<file path="src/rtl/mem_access_ctrl.sv">
// mem_access_ctrl: initiator side of the data-memory strobe/ready handshake.
// A single-cycle requester transaction (req/we/addr/wdata) is latched and
// turned into a held memory access (memCs + memRead/memWrite). The access is
// closed when the synchronised ready (rdy_smp) is seen, a one-cycle ack is
// returned, and the controller waits for ready to drop before the next request.
//
// Handshake: a request is taken on a rising clk edge where req=1 and busy=0.
// req while busy=1 is dropped, not queued. ack pulses for exactly one cycle per
// completed access, and rdata is valid from that ack onward.
//
// Optional build macro MEM_TIMEOUT_EN: adds an ACCESS-state cycle counter.
// The access is abandoned after TIMEOUT_CYCLES cycles without ready, and ack
// is returned together with err. Without the macro, ACCESS waits
// indefinitely and err is tied low.
`timescale 1ns/1ps
module mem_access_ctrl #(
  parameter int dataWidth      = 8,
  parameter int addrWidth      = 12,
  parameter int TIMEOUT_CYCLES = 64
) (
  input  logic                 clk,
  input  logic                 rst,
  input  logic                 req,
  input  logic                 we,
  input  logic [addrWidth-1:0] addr,
  input  logic [dataWidth-1:0] wdata,
  output logic                 busy,
  output logic                 ack,
  output logic [dataWidth-1:0] rdata,
  output logic                 err,
  output logic                 memCs,
  output logic                 memRead,
  output logic                 memWrite,
  output logic [addrWidth-1:0] memAddress,
  output logic [dataWidth-1:0] memDataOut,
  input  logic [dataWidth-1:0] memDataIn,
  input  logic                 memDataReady,
  output logic [1:0]           fsm_state
);

  typedef enum logic [1:0] {
    IDLE     = 2'd0,
    ACCESS   = 2'd1,
    RELEASE  = 2'd2,
    WAIT_LOW = 2'd3
  } state_t;

  state_t                 state;
  state_t                 state_next;
  logic                   rdy_smp;
  logic                   we_lat;
  logic [addrWidth-1:0]   addr_lat;
  logic [dataWidth-1:0]   wdata_lat;
  logic                   accept;
  logic                   timeout;

  assign busy      = (state != IDLE) | rdy_smp;
  assign accept    = (state == IDLE) & req & ~busy;
  assign fsm_state = state;

  // The memory sees only the latched copies, so address and data cannot move
  // while the strobes are up (a change would retrigger the memory).
  assign memAddress = addr_lat;
  assign memDataOut = wdata_lat;

  // Single-flop sample of the asynchronous ready pulse; the FSM looks only at this.
  always_ff @(posedge clk or posedge rst) begin
    if (rst) rdy_smp <= 1'b0;
    else     rdy_smp <= memDataReady;
  end

`ifdef MEM_TIMEOUT_EN
  localparam int CW = $clog2(TIMEOUT_CYCLES + 1);
  localparam logic [CW-1:0] CNT_LAST = CW'(TIMEOUT_CYCLES - 1);

  logic [CW-1:0] cnt;
  logic          err_lat;

  // Fires on the last allowed ACCESS cycle if ready has still not been seen.
  assign timeout = (state == ACCESS) & ~rdy_smp & (cnt == CNT_LAST);
  assign err     = (state == RELEASE) & err_lat;

  // ACCESS cycle counter, plus a flag remembering why ACCESS was left.
  always_ff @(posedge clk or posedge rst) begin
    if (rst) begin
      cnt     <= '0;
      err_lat <= 1'b0;
    end else begin
      if (accept)                cnt <= '0;
      else if (state == ACCESS)  cnt <= cnt + 1'b1;
      if (state == ACCESS)       err_lat <= timeout;
    end
  end
`else
  // No counter in this build: the comparison is never true, so ACCESS waits
  // for ready indefinitely.
  assign timeout = (TIMEOUT_CYCLES < 0);
  assign err     = 1'b0;
`endif

  // State register; reset is asynchronous so the strobes drop with rst.
  always_ff @(posedge clk or posedge rst) begin
    if (rst) state <= IDLE;
    else     state <= state_next;
  end

  // Next-state and strobe/ack decode.
  always_comb begin
    state_next = state;
    memCs      = 1'b0;
    memRead    = 1'b0;
    memWrite   = 1'b0;
    ack        = 1'b0;
    case (state)
      IDLE: begin
        if (accept) state_next = ACCESS;
      end
      ACCESS: begin
        memCs    = 1'b1;
        memRead  = ~we_lat;
        memWrite = we_lat;
        if (rdy_smp || timeout) state_next = RELEASE;
      end
      RELEASE: begin
        ack        = 1'b1;
        state_next = WAIT_LOW;
      end
      WAIT_LOW: begin
        // The memory may keep ready high after cs falls; wait it out.
        if (!rdy_smp) state_next = IDLE;
      end
      default: state_next = IDLE;
    endcase
  end

  // Request latch and read-data capture. memDataIn is sampled only while the
  // read strobe is still high, so a floating bus is never captured.
  always_ff @(posedge clk or posedge rst) begin
    if (rst) begin
      we_lat    <= 1'b0;
      addr_lat  <= '0;
      wdata_lat <= '0;
      rdata     <= '0;
    end else begin
      if (accept) begin
        we_lat    <= we;
        addr_lat  <= addr;
        wdata_lat <= wdata;
      end
      if ((state == ACCESS) && rdy_smp && !we_lat) rdata <= memDataIn;
    end
  end

endmodule
</file>
<file path="config.mk">
export PLATFORM = sky130hd
export DESIGN_NAME = mem_access_ctrl
export DESIGN_NICKNAME = d
export VERILOG_FILES = /design/src/rtl/mem_access_ctrl.sv
export SDC_FILE = /design/constraint.sdc
export NUM_CORES = 1
export LEC_CHECK = 0
export CAP_MARGIN = 20
export CORE_MARGIN = 2
export CORE_UTILIZATION = 40
export DETAILED_ROUTE_END_ITERATION = 16
export PLACE_DENSITY = 0.83
export SLEW_MARGIN = 15
export SYNTH_ARGS = -nofsm -noshare
export SYNTH_HDL_FRONTEND = slang
export SYNTH_SLANG_ARGS = --single-unit
</file>
<file path="constraint.sdc">
create_clock -name clk -period 3.71 [get_ports clk]
set_clock_uncertainty 0.15 [all_clocks]
set_input_delay 0.742 -clock clk [delete_from_list [all_inputs] [get_ports clk]]
set_output_delay 0.742 -clock clk [all_outputs]
set_load 0.005 [all_outputs]
</file>
# After elaboration in Yosys (flattened, before gate mapping)
# Index checks and enable logic that the tools add are counted.
dict set report word_totals {
  ff_bits 32
  out_inout_bits 36
}
dict set report classes {
  n_eq_ne 6
  muxes 8
  bitwise_logic 5
  n_reduce_logical 6
}
# op n
set ops {}
lappend ops {{2-bit one-hot mux with 4 select lines} 1}
lappend ops {{2-bit two-way mux} 3}
lappend ops {{2-bit inequality test (second input constant)} 3}
lappend ops {{2-bit == test (second input constant)} 2}
lappend ops {{1-bit two-way mux} 4}
lappend ops {{3-bit AND reduction} 1}
lappend ops {{1-bit bitwise AND} 2}
lappend ops {{2-bit by 1-bit == test with 1-bit output (second input constant)} 1}
lappend ops {{1-bit logical AND} 2}
lappend ops {{2-bit logical NOT} 1}
lappend ops {{1-bit inverter} 2}
lappend ops {{2-bit nonzero test} 1}
lappend ops {{1-bit logical NOT} 1}
lappend ops {{1-bit OR} 1}

# Longest topological paths before layout
# Gate-level depths: netlist of the first run.
dict set report logic_depth {
  depth_word 6
  mapped_depth 5
  mapped_depth_nobuf 5
}

# Least setup slack after synthesis of the first run
# No wires, ideal clock.
dict set report synth_timing {
  path_type {register -> output}
  startpoint {reg state[1], in the netlist fsm_state[1]}
  endpoint {out memRead}
  arrival_time_ns 0.916
  slack_ns 1.902
  path_stages_with_launch 4
  n_path_buf 0
  cell_sequence {dfrtp_1 > inv_1 > ha_1 > and2b_1}
}
dict set report synth_between {
  elab_chain_len 2
}
# element line
set synth_rtl {}
lappend synth_rtl {{from (decl)} 48} ;# state_t state;
lappend synth_rtl {{from (signal assigned)} 104} ;# else state <= state_next;
lappend synth_rtl {{2-bit by 1-bit == test with 1-bit output} 114} ;# case (state)
lappend synth_rtl {{1-bit two-way mux} 114}
lappend synth_rtl {{to (decl)} 32} ;# output logic memRead,
# Every way passes these cells.

# Final worst setup path of the first run
# Ends and elaborated chain as after synthesis.

==> results of run 1 <==
-- state kept, by name, summed over array words and instances, names as in the netlist --
| signal | count |
|---|---|
| rdy_smp | 1 |
| we_lat | 1 |
| fsm_state | 2 |
| rdata | 8 |
| memDataOut | 8 |
| memAddress | 12 |
-- metrics by stage --
stage	instances	setup slack (ns)	area (um2)
floorplan	84	1.90	1330
global placement	193	1.43	2040
detailed placement	194	1.37	2050
CTS	202	0.995	2150
global route	202	0.863	2150
finish	202	1.02	2150
-- routing by layer --
layer	GRT usage [%]	vias up	part of all wire (%)
met3	8.61	4	9.8
met1	17.8	457	40
met2	29.2	49	50
met4	3.65	0	0.70
met5	0	-	0
li1	-	431	-
-- kinds of logic after synthesis --
group                      Yosys count
muxes                               32
DFF                                 32
adders and majority gates            5
AOI/OAI and AO/OA                    1
and+or+nand+nor                      6
other                                1
buffers and inverters                7
-- worst max-delay path, cell delays in order, from the launching register on --
cell                              delay [ns]
sky130_fd_sc_hd__dfrtp_1                0.43
sky130_fd_sc_hd__inv_1                  0.12
sky130_fd_sc_hd__ha_1                   0.24
sky130_fd_sc_hd__and2b_1                0.18
sky130_fd_sc_hd__clkdlybuf4s50_1        0.50
-- power groups by stage --
stage	sequential (mW)	combinational [mW]	clock, mW
final	0.615	0.777	0.290
after CTS	0.619	0.788	0.299
after global placement	0.610	0.754	0
after detailed placement	0.625	0.781	0
after global routing	0.639	0.842	0.321
after floorplan	0.629	0.300	0
-- how the worst max path moves through the flow --
stage | cells past startpoint | to | start
after floorplan | 3 | memRead | fsm_state[1]
after global placement | 4 | memRead | fsm_state[1]
after detailed placement | 4 | memRead | fsm_state[1]
after CTS | 4 | memRead | fsm_state[1]
after global routing | 4 | memRead | fsm_state[1]
final | 4 | memRead | fsm_state[1]
-- cell type report --
type	instances	share of cell area, %
Clock buffer	7	3.03
Clock inverter	1	1.40
Inverter	4	0.700
Multi-Input combinational cell	45	22.7
Sequential cell	32	37.3
Tap cell	44	2.57
Timing Repair Buffer	69	32.3
-- placed cells by master (no fill, tap or decap) --
cell type / Yosys / final
sky130_fd_sc_hd__clkdlybuf4s50_1: 0 / 67
sky130_fd_sc_hd__dfrtp_1: 32 / 32
sky130_fd_sc_hd__mux2_2: 29 / 29
sky130_fd_sc_hd__ha_1: 5 / 5
sky130_fd_sc_hd__clkbuf_4: 0 / 5
sky130_fd_sc_hd__inv_1: 4 / 4
sky130_fd_sc_hd__mux2_4: 2 / 2
sky130_fd_sc_hd__clkbuf_8: 0 / 2
sky130_fd_sc_hd__and2b_1: 1 / 1
sky130_fd_sc_hd__nand2_2: 1 / 1
sky130_fd_sc_hd__nand3b_1: 1 / 1
sky130_fd_sc_hd__o32ai_2: 1 / 1
sky130_fd_sc_hd__nor2_1: 1 / 1
sky130_fd_sc_hd__mux2i_1: 1 / 1
sky130_fd_sc_hd__nand2b_1: 1 / 1
sky130_fd_sc_hd__and2_1: 1 / 1
sky130_fd_sc_hd__conb_1: 1 / 1
sky130_fd_sc_hd__bufinv_16: 0 / 1
sky130_fd_sc_hd__buf_8: 0 / 1
sky130_fd_sc_hd__buf_4: 3 / 1
==> load_flow_metrics.sql, run 1 <==
INSERT INTO impl_metrics (metric_group, metric, value, unit) VALUES
('worst_hold_path', 'worst_hold_path.endpoint', 'memDataOut[5]', ''),
('cts', 'tritoncts.num_buffers', '5', ''),
('synthesis', 'most_used_standard_cells_in_the_synthesized_netlist', '32 x sky130_fd_sc_hd__dfrtp_1, 29 x sky130_fd_sc_hd__mux2_2, 5 x sky130_fd_sc_hd__ha_1', ''),
('synthesis', 'ys_types', '15', ''),
('route', 'wire_per_inst', '14.1', 'um'),
('placement', 'gpl.final_weighted_congestion', '0.772', ''),
('cts', 'cts_htree_levels', '2', ''),
('power', 'power_leakage', '0.935', 'nW'),
('layout', 'final_util', '69.2', '%'),
('layout', 'multi_input_area', '487', 'um2'),
('sta', 'max_slew_margin', '53.1', '%'),
('power', 'design_power_total', '1.68', 'mW'),
('synthesis', 'yosys_warnings', '0', ''),
('worst_hold_path', 'hold_depth', '1', ''),
('sta', 'final.period_utilization', '72.4', '%'),
('setup_path', 'regToRegEndpoint', 'fsm_state[1]', ''),
('route', 'drt-initial-drc-count', '32', ''),
('floorplanning', 'die_width', '61.6', 'um'),
('global_routing', 'grt_total_usage', '16.6', '%'),
('cts', 'clkTransAtPathRegs', '0.09', 'ns'),
('floorplanning', 'initial_core_util', '42.7', '%'),
('setup_path', 'worstPathRequired', '2.82', 'ns'),
('power', 'cellInternalPower', '1.25', 'mW'),
('synthesis', 'synthAdderAreaFrac', '4.72', '%'),
('global_routing', 'via_count_of_the_first_global_routing_pass', '935', ''),
('cts', 'cts_resized', '0', ''),
('sta', 'holdWs', '0.360', 'ns'),
('setup_path', 'criticalPathCategory', 'reg2out', ''),
('sta', 'max_freq', '372', 'MHz'),
('global_routing', 'initial_antenna_violation_count', '0', ''),
('worst_hold_path', 'holdCritPathClass', 'reg2reg', ''),
('global_routing', 'grt_overflow', '0', ''),
('route', 'remaining_drc_errors', '0', ''),
('cts', 'holdBufCountCts', '0', ''),
('layout', 'final.fill_count', '245', ''),
('cts', 'cts_root_buf', 'sky130_fd_sc_hd__clkbuf_4', ''),
('layout', 'nNetsFinal', '195', ''),
('sta', 'post-route-min-period', '2.69', 'ns'),
('synthesis', 'synth_largest_area_cell', 'sky130_fd_sc_hd__dfrtp_1', ''),
('global_routing', 'grt_first_pass_wirelength', '4.37', 'mm'),
('synthesis', 'mappedNetlistNets', '122', ''),
('synthesis', 'yosysMostFrequentCell', 'sky130_fd_sc_hd__dfrtp_1', ''),
('layout', 'seq_area', '801', 'um2'),
('layout', 'post_route_cells_drive_above_1_share', '27.2', '%'),
('synthesis', 'yosysTopAreaCellShare', '60.4', '%'),
('synthesis', 'netlist_top_cells_area', 'sky130_fd_sc_hd__dfrtp_1 60%, sky130_fd_sc_hd__mux2_2 25%, sky130_fd_sc_hd__ha_1 4.7%', ''),
('synthesis', 'avgSynthCellArea', '15.8', 'um2'),
('power', 'clkPwrFrac', '17.2', '%'),
('power', 'register_share_of_total_power', '36.6', '%'),
('power', 'peakVddDrop', '0.470', 'mV'),
('synthesis', 'synth_enable_flop_cells', '0', ''),
('route', 'firstDrtPassIters', '2', ''),
('route', 'ant_nets', '0', ''),
('setup_path', 'kind_of_end_point_of_the_critical_path', 'output pin', ''),
('setup_path', 'worst_r2r_startpoint', 'fsm_state[1]', ''),
('synthesis', 'synth-xor-area-share', '0', '%'),
('worst_hold_path', 'startpoint_of_the_worst_hold_path', 'memDataOut[5]', ''),
('synthesis', 'synth_compound_gate_area_share', '1.23', '%'),
('cts', 'tritoncts', 'done', ''),
('power', 'pwr_density_cell', '784', 'nW/um2'),
('cts', 'clock_tree.buffer_depth', '2', ''),
('sta', 'setup_viol_count_final', '0', ''),
('synthesis', 'seq_area_frac_synth', '60.4', '%'),
('sta', 'maxSlewViolCount', '0', ''),
('floorplanning', 'die_height', '61.6', 'um'),
('sta', 'worst-slew-pin-transition', '0.703', 'ns'),
('setup_path', 'crit_fanout', '5', ''),
('power', 'comb_power_share', '46.2', '%'),
('synthesis', 'synth_simple_gate_area_share', '2.83', '%'),
('status', 'status', 'completed', ''),
('flow_run', 'timing.max_cap.violations', '0', '');
Power figures use the tool's default switching activity.
==> run 2: changes to the inputs <==
- CORE_UTILIZATION: 40 -> 39
- PLACE_DENSITY: 0.83 -> 0.81
- clock period: 3.71 -> 2.6 ns (I/O delays scaled with it)
==> load_flow_metrics.sql, run 2 (same netlist as run 1, synthesis figures left out) <==
INSERT INTO impl_metrics (metric_group, metric, value, unit) VALUES
('status', 'status', 'completed', ''),
('layout', 'areaGrowthSynthToFinish', '60.3', '%'),
('cts', 'clock_latency', '0.31', 'ns'),
('placement', 'gpl.final_weighted_congestion', '0.731', ''),
('setup_path', 'criticalPathCategory', 'reg2out', ''),
('sta', 'final_hold_viol_count', '0', ''),
('sta', 'holdWs', '0.359', 'ns'),
('cts', 'cts_htree_levels', '2', ''),
('placement', 'detailed_place_hpwl', '2.34', 'mm'),
('floorplanning', 'core_area', '3310', 'um2'),
('global_routing', 'globalRouteMet3Util', '7.43', '%'),
('cts', 'cts.sinks', '32', ''),
('sta', 'rsz0062_at_grt', 'false', ''),
('worst_hold_path', 'holdCritPathClass', 'reg2reg', ''),
('sta', 'final.period_utilization', '94.6', '%'),
('cts', 'cts_root_buf', 'sky130_fd_sc_hd__clkbuf_4', ''),
('route', 'ant_nets', '0', ''),
('setup_path', 'worstPathRequired', '1.93', 'ns'),
('flow_run', 'timing.max_cap.violations', '0', ''),
('global_routing', 'grt_overflow', '0', ''),
('sta', 'final.setup.tns', '0', 'ns'),
('route', 'vias', '925', ''),
('route', 'remaining_drc_errors', '0', ''),
('sta', 'setup_viol_count_final', '0', ''),
('global_routing', 'grt_total_usage', '17.4', '%'),
('layout', 'final_cell_mix', '67 x sky130_fd_sc_hd__clkdlybuf4s50_1, 32 x sky130_fd_sc_hd__dfrtp_1, 29 x sky130_fd_sc_hd__mux2_2', ''),
('global_routing', 'via_count_of_the_first_global_routing_pass', '1067', ''),
('route', 'wire_per_inst', '14.7', 'um'),
('route', 'total_wirelength', '2.99', 'mm'),
('layout', 'nNetsFinal', '195', ''),
('sta', 'maxSlewViolCount', '0', ''),
('cts', 'clkTransAtPathRegs', '0.09', 'ns'),
('power', 'peakVddDrop', '0.652', 'mV'),
('cts', 'tritoncts', 'done', ''),
('setup_path', 'timing.critical_path.from_type', 'register', ''),
('layout', 'largest_register_ff_count', '12', ''),
('global_routing', 'grtUsageMet1', '16.6', '%'),
('placement', 'setup_ws_pre_cts', '0.459', 'ns'),
('cts', 'holdBufCountCts', '0', ''),
('global_routing', 'grt_first_pass_wirelength', '5.14', 'mm'),
('power', 'power_leakage', '0.921', 'nW'),
('setup_path', 'crit_fanout', '5', ''),
('floorplanning', 'rows', '21', ''),
('layout', 'filler_free_cell_count_of_the_finished_design', '204', ''),
('route', 'drt-initial-drc-count', '11', ''),
('cts', 'tritoncts.num_buffers', '5', ''),
('route', 'firstDrtPassIters', '2', ''),
('layout', 'n_antenna_cell', '0', ''),
('placement', 'io_port_bufs', '67', ''),
('power', 'pwr_density_cell', '1110', 'nW/um2'),
('floorplanning', 'floorplan.die_area', '3880', 'um2'),
('floorplanning', 'die_width', '62.3', 'um'),
('global_routing', 'initial_antenna_violation_count', '0', ''),
('power', 'design_power_total', '2.35', 'mW'),
('sta', 'final.setup.worst_slack', '0.140', 'ns'),
('layout', 'post_route_cells_drive_above_1_share', '27.2', '%'),
('sta', 'post-route-min-period', '2.46', 'ns'),
('setup_path', 'kind_of_end_point_of_the_critical_path', 'output pin', ''),
('placement', 'placed_cells', '196', ''),
('global_routing', 'grtUsageMet2', '33.2', '%'),
('global_routing', 'grt_max_degree', '33', ''),
('route', 'vias_per_cell', '4.53', ''),
('sta', 'max_freq', '407', 'MHz'),
('cts', 'clock_tree.buffer_depth', '2', ''),
('layout', 'layout.cells.most_common', 'sky130_fd_sc_hd__clkdlybuf4s50_1', ''),
('floorplanning', 'top_level_ports', '69', ''),
('global_routing', 'top_usage_layer', 'met2', ''),
('layout', 'final.fill_count', '278', ''),
('floorplanning', 'initial_core_util', '40.0', '%'),
('floorplanning', 'die_height', '62.3', 'um'),
('setup_path', 'critPathArrivalTime', '1.79', 'ns');
## run 2: changes by cell type in the layout (fill, tap and decap cells not counted), sizes merged
cell | previous run | this run
clkinv | 0 | 1
clkbuf | 7 | 6
## run 2: repair_timing
item | CTS | global route
buffers inserted | 0 | 0
resized for setup | 0 | 1
endpoints found under the setup margin | 0 | 1
## run 2: path summary, 6_finish.rpt
kind / start / end / slack, ns / cells past startpoint
worst max register to register: fsm_state[1] / fsm_state[1] / 0.78 / 5
max in group asynchronous: rst / memDataOut[6] / 1.59 / 3
worst min register to register: memDataOut[4] / memDataOut[4] / 0.36 / 1
worst min-delay path: memDataOut[4] / memDataOut[4] / 0.36 / 1
worst max-delay path: fsm_state[1] / memRead / 0.14 / 4
min in group asynchronous: rst / memAddress[4] / 0.42 / 3
## run 2: per-layer routing
metal  routed length (um)  share of wire, %
met1                 1050                35
met2                 1680                56
met3                  228               7.6
met4                   29              0.97
met5                    0                 0
## run 2: area by class of cell
type	count	area (um2)	share of cell area, %
sequential	32	801	37.7
timing repair buffer	69	686	32.3
multi-input combinational	45	489	23.0
tap	46	57.6	2.71
clock buffer	6	41.3	1.94
clock inverter	2	35.0	1.65
inverter	4	15.0	0.707
## run 2: power by group
part | switching, mW | internal, mW | leakage [nW]
sequential | 0.135 | 0.745 | 0.380
clock | 0.160 | 0.202 | 0.0422
combinational | 0.335 | 0.777 | 0.499
total | 0.630 | 1.72 | 0.921
## run 2: per-stage QoR
step	utilization, %	instance area (um2)
2_1_floorplan	-	1330
3_3_place_gp	61.8	2050
3_5_place_dp	61.8	2050
4_1_cts	64.1	2120
5_1_grt	64.2	2120
6_report	64.2	2120
## run 2: worst max-delay path, stage by stage (launching register included)
cell and delay (ns):
sky130_fd_sc_hd__dfrtp_1 0.44, sky130_fd_sc_hd__inv_1 0.13, sky130_fd_sc_hd__ha_2 0.24, sky130_fd_sc_hd__and2b_1 0.18, sky130_fd_sc_hd__clkdlybuf4s50_1 0.50
